==> src/rtl/pico_mem_dma_pkg.sv <==
// Shared definitions for the picorv32-native-bus copy engine: FSM states,
// write-strobe patterns and job status codes.
package pico_mem_dma_pkg;

    typedef enum logic [1:0] {
        ST_IDLE = 2'd0,
        ST_RD   = 2'd1,
        ST_WR   = 2'd2,
        ST_FIN  = 2'd3
    } dma_state_t;

    localparam logic [3:0] WSTRB_RD   = 4'h0;
    localparam logic [3:0] WSTRB_WORD = 4'hF;

    localparam logic [1:0] ERR_OK      = 2'd0;
    localparam logic [1:0] ERR_ALIGN   = 2'd1;
    localparam logic [1:0] ERR_TIMEOUT = 2'd2;

    function automatic logic is_word_aligned(input logic [31:0] addr);
        return addr[1:0] == 2'b00;
    endfunction

endpackage

==> src/rtl/pico_mem_dma_bus_timeout_ctr.sv <==
// Bus watchdog: counts consecutive stalled request cycles. The expired flag
// fires on the TIMEOUT-th consecutive stall cycle. TIMEOUT=0 disables it.
module bus_timeout_ctr #(
    parameter int unsigned TIMEOUT = 1024
) (
    input  logic clk,
    input  logic reset,
    input  logic stall,
    input  logic ack,
    output logic expired
);

    localparam int unsigned CW = (TIMEOUT < 2) ? 1 : $clog2(TIMEOUT);
    localparam logic [CW-1:0] LAST = CW'((TIMEOUT == 0) ? 0 : TIMEOUT - 1);

    logic [CW-1:0] cnt;

    always_ff @(posedge clk) begin
        if (reset || ack || !stall) begin
            cnt <= '0;
        end else if (cnt != LAST) begin
            cnt <= cnt + 1'b1;
        end
    end

    assign expired = (TIMEOUT != 0) && stall && !ack && (cnt == LAST);

endmodule

==> src/rtl/pico_mem_dma.sv <==
// Word-copy DMA initiator on the picorv32 native memory interface: each word
// is one read beat followed immediately by one write beat.
module pico_mem_dma
    import pico_mem_dma_pkg::*;
#(
    parameter int unsigned LEN_W   = 16,
    parameter int unsigned TIMEOUT = 1024
) (
    input  logic             clk,
    input  logic             reset,
    input  logic             start,
    input  logic [31:0]      src_addr,
    input  logic [31:0]      dst_addr,
    input  logic [LEN_W-1:0] len,
    output logic             busy,
    output logic             done,
    output logic [1:0]       err,
    output logic             mem_valid,
    output logic             mem_instr,
    input  logic             mem_ready,
    output logic [31:0]      mem_addr,
    output logic [31:0]      mem_wdata,
    output logic [3:0]       mem_wstrb,
    input  logic [31:0]      mem_rdata
);

    dma_state_t       state;
    logic [31:0]      src;
    logic [31:0]      dst;
    logic [LEN_W-1:0] remaining;
    logic             expired;

    assign mem_instr = 1'b0;

    bus_timeout_ctr #(.TIMEOUT(TIMEOUT)) u_wdog (
        .clk     (clk),
        .reset   (reset),
        .stall   (mem_valid && !mem_ready),
        .ack     (mem_valid && mem_ready),
        .expired (expired)
    );

    always_ff @(posedge clk) begin
        if (reset) begin
            state     <= ST_IDLE;
            src       <= '0;
            dst       <= '0;
            remaining <= '0;
            busy      <= 1'b0;
            done      <= 1'b0;
            err       <= ERR_OK;
            mem_valid <= 1'b0;
            mem_addr  <= '0;
            mem_wdata <= '0;
            mem_wstrb <= WSTRB_RD;
        end else begin
            done <= 1'b0;
            case (state)
                ST_IDLE: begin
                    if (start) begin
                        src       <= src_addr;
                        dst       <= dst_addr;
                        remaining <= len;
                        busy      <= 1'b1;
                        err       <= ERR_OK;
                        if (!is_word_aligned(src_addr) || !is_word_aligned(dst_addr)) begin
                            err   <= ERR_ALIGN;
                            state <= ST_FIN;
                        end else if (len == '0) begin
                            state <= ST_FIN;
                        end else begin
                            state     <= ST_RD;
                            mem_valid <= 1'b1;
                            mem_addr  <= src_addr;
                            mem_wstrb <= WSTRB_RD;
                        end
                    end
                end
                ST_RD: begin
                    // mem_valid is always high in RD/WR, so mem_ready alone marks the handshake
                    if (mem_ready) begin
                        mem_wdata <= mem_rdata;
                        mem_addr  <= dst;
                        mem_wstrb <= WSTRB_WORD;
                        state     <= ST_WR;
                    end else if (expired) begin
                        mem_valid <= 1'b0;
                        mem_wstrb <= WSTRB_RD;
                        err       <= ERR_TIMEOUT;
                        state     <= ST_FIN;
                    end
                end
                ST_WR: begin
                    if (mem_ready) begin
                        remaining <= remaining - 1'b1;
                        src       <= src + 32'd4;
                        dst       <= dst + 32'd4;
                        mem_wstrb <= WSTRB_RD;
                        if (remaining == LEN_W'(1)) begin
                            mem_valid <= 1'b0;
                            state     <= ST_FIN;
                        end else begin
                            mem_addr <= src + 32'd4;
                            state    <= ST_RD;
                        end
                    end else if (expired) begin
                        mem_valid <= 1'b0;
                        mem_wstrb <= WSTRB_RD;
                        err       <= ERR_TIMEOUT;
                        state     <= ST_FIN;
                    end
                end
                ST_FIN: begin
                    done  <= 1'b1;
                    busy  <= 1'b0;
                    state <= ST_IDLE;
                end
                default: state <= ST_IDLE;
            endcase
        end
    end

endmodule

==> config.mk <==
export PLATFORM = sky130hd
export DESIGN_NAME = pico_mem_dma
export DESIGN_NICKNAME = d
export VERILOG_FILES = /design/src/rtl/pico_mem_dma_pkg.sv /design/src/rtl/pico_mem_dma_bus_timeout_ctr.sv /design/src/rtl/pico_mem_dma.sv
export SDC_FILE = /design/constraint.sdc
export NUM_CORES = 1
export LEC_CHECK = 0
export ABC_AREA = 0
export CELL_PAD_IN_SITES_DETAIL_PLACEMENT = 0
export CELL_PAD_IN_SITES_GLOBAL_PLACEMENT = 2
export CORE_UTILIZATION = 27
export DETAILED_ROUTE_END_ITERATION = 7
export GPL_TIMING_DRIVEN = 1
export MAX_ROUTING_LAYER = met4
export PLACE_DENSITY = 0.74
export SYNTH_ARGS = -nofsm -noshare
export SYNTH_HDL_FRONTEND = slang
export SYNTH_SLANG_ARGS = --single-unit
==> constraint.sdc <==
create_clock -name clk -period 2.2 [get_ports clk]
set_input_delay 0.33 -clock clk [delete_from_list [all_inputs] [get_ports clk]]
set_output_delay 0.33 -clock clk [all_outputs]
set_load 0.1 [all_outputs]
==> results.md <==
* Chip width at 190 µm
* IO buf count at 188
* Largest net degree at the start of global routing at 70
* Vias in the first global route at 10016
* CP endpoint kind: flip-flop
* Unrepaired setup endpoints after global routing: no
* First-pass GRT wire length at 57600 µm
* Crit Path Category: reg2reg
* Synth area leader: dfxtp_1
* Hold_buf cts at 0
* Count leader, synth: dfxtp_1
* Clock root buffer: clkbuf_16
* Initial DRC Count at 718
* Worst r2r src: src[3]
* I/O pins at 190
* Total track usage at 21.0%
* FF+latch count, synth at 165
* Clock slew at reported path FFs at 0.08 ns
* F_max at 0.476 GHz
* Synthesized Nets at 1373
* Outcome: finished clean
* GR Overflow Total at 0
* Worst rel slew slack at between 60% and 70%
* Final Power at between 20 and 25 mW
* Core area at 34500 µm²
* Synthesis Warnings at 0
* Final wirelength at between 30000 and 40000 µm
* Initial Utilization at a little over a quarter
* Cell variety after synth at 84
* Final setup violation count at 0
* Syn Area/Cell at between 7 and 8 µm²
* Pin slew with the least headroom to its limit at approximately 0.55 ns
* Max Slew Vio Count at 0
* Die height at 190 µm
* Worst Hold Class: in2reg
* Fin crit period at 2.10 ns
* Sequential share of the synthesized area at 34.8%
* Final period utilization at 95.6%
* # DRC at 0
* Detailed Place HPWL at approximately 27000 µm
* Area grow syn2layout at 40.9%
* Worst vdd ir at 1630 µV
* Hold Violations, Final at 0
* Number of nets still failing antenna checks after routing at 0
* # diodes at 0
* Die ar. at 35900 µm²
* Worst Clk Skew at 0.0205 ns
* Yosys top cell area share at 34.8%
* Post-synth EDFFs at 0
* CTS Sinks at 165
* Max H-tree Level at 4
* Final core utilization at 38.7%
* Placed Area at roughly 13000 µm²
* Vias per cell at between 5 and 6
* Placer Congestion at 0.842
* Antenna violations before repair at 0
* Row count at 68
* Post-synth top cells: 165 x dfxtp_1, 161 x nand2_1, 118 x a21oi_1
* Routed length per placed instance at 19.0 µm
* Syn Std Cell Area at 9490 µm²
* Pleak at 5.07 nW
* Final instance area at between 10000 and 15000 µm²
* Worst skew pair latency at 0.44 ns
* Max-Cap Viols at 0
* Critical path arrival at around 2.4 ns
* Req. time, crit path at 2.52 ns
* Post-route setup TNS at 0 ns
* Crit path max fanout at 4
* CTS buffer count at 17
* Drt pass-1 iters at 5
* Worst setup SP type: flip-flop
* Critical hold path startpoint: reset
* Share of layout cells above drive strength 1 at 20.8%
* Synth Instances at 1248
* Max clock buf depth at 2
* Worst setup path start: src[3]
* DR vias at around 11000
* Pwr per Cell Area at 1570 nW/µm²
* CTS tree: done
* Most area-consuming cells after synthesis: dfxtp_1 35%, nand2_1 6.4%, a21oi_1 6.2%
* Main synth FF type: dfxtp_1
* Post-synthesis async set-or-reset flop share at 0%
* Nets@finish at 1618
where the power goes:
group	switching, mW	internal (mW)	total [mW]
Combinational	8.43	4.48	12.9
Clock	1.58	1.54	3.12
Sequential	1.02	4.00	5.02
Total	11.0	10.0	21.1
registers in the layout (all words and copies together) (netlist names), 2 cells and up:
name / cells
remaining: 16
mem_wdata: 32
mem_addr: 32
err: 2
src: 32
dst: 32
state: 2
mem_wstrb: 4
u_wdog.cnt: 10
final cells by class:
type | instances | area [µm²]
Multi-Input combinational cell | 949 | 5810
Clock buffer | 17 | 425
Inverter | 20 | 75.1
Sequential cell | 165 | 3300
Tap cell | 455 | 569
Clock inverter | 15 | 184
Fill cell | 3605 | 21200
Timing Repair Buffer | 340 | 3010
what timing repair did:
item,4_1_cts,5_1_grt
resized for setup,5,26
setup buffers,0,1
endpoints found under the setup margin,32,40
pin swaps,0,1
gates cloned,0,0
kinds of logic (layout without fill, tap and decap cells):
kind of cell | Yosys count | after routing | synth area share, %
simple gates | 505 | 505 | 26.9
compound gates | 408 | 408 | 28.6
flops | 165 | 165 | 34.8
buf+inv | 134 | 392 | 5.81
xor+xnor | 15 | 15 | 1.46
mux | 11 | 11 | 1.17
fa+ha+maj | 9 | 9 | 1.19
other cells | 1 | 1 | 0.0395
worst max-delay path: stages, from the launching register on:
cell and delay (ns):
dfxtp_1 0.34, ha_1 0.21, and4_1 0.32, nand4_1 0.25, and3_1 0.26, a2111oi_0 0.48
o41ai_2 0.13
metal layers:
metal  part of all wire, %  global-route usage [%]
met5                     0                       -
met4                   2.3                    6.73
met3                   4.5                    2.59
met2                    46                    32.4
met1                    47                    28.4
cells in the final DEF (no fill, tap or decap), drive strengths merged, types with 6 or more instances in the layout:
cell           instances
dfxtp                165
o21a                   8
clkbuf                17
nand4                 27
a21o                  11
mux2i                 10
a31oi                 15
nor3                  45
nand2b                 8
a22o                  10
a211oi                19
nand3                 35
clkdlybuf4s50        114
a22oi                 15
or3                    8
o211ai                15
buf                  226
and3                  24
and4                  15
clkinv                10
o31ai                  6
a221oi                13
nor2b                 24
o41ai                 10
nor4                  29
o2111ai                6
o21ai                 78
xnor2                 10
or4                    6
a21oi                119
ha                     9
o22ai                 16
inv                   25
nor2                 102
nand2                161
a311oi                12
path summary, 6_finish.rpt:
kind / endpoint / slack [ns] / cells after the start
worst max-delay path: mem_addr[16] / 0.1 / 6
worst min-delay path: dst[7] / 0.26 / 2
worst max register to register: mem_addr[16] / 0.1 / 6
worst min register to register: mem_wdata[12] / 0.46 / 2
through the flow:
| stage | setup slack (ns) | hold WS, ns | cells |
|---|---|---|---|
| final | 0.0977 | 0.258 | 1961 |
| after floorplan | 0.0293 | 0.448 | 1248 |
| after global routing | 0.00269 | 0.262 | 1961 |
| after global placement | -0.263 | 0.442 | 1928 |
| after CTS | 0.00625 | 0.238 | 1960 |
| after detailed placement | -0.270 | 0.448 | 1928 |
Power figures use the tool's default switching activity.
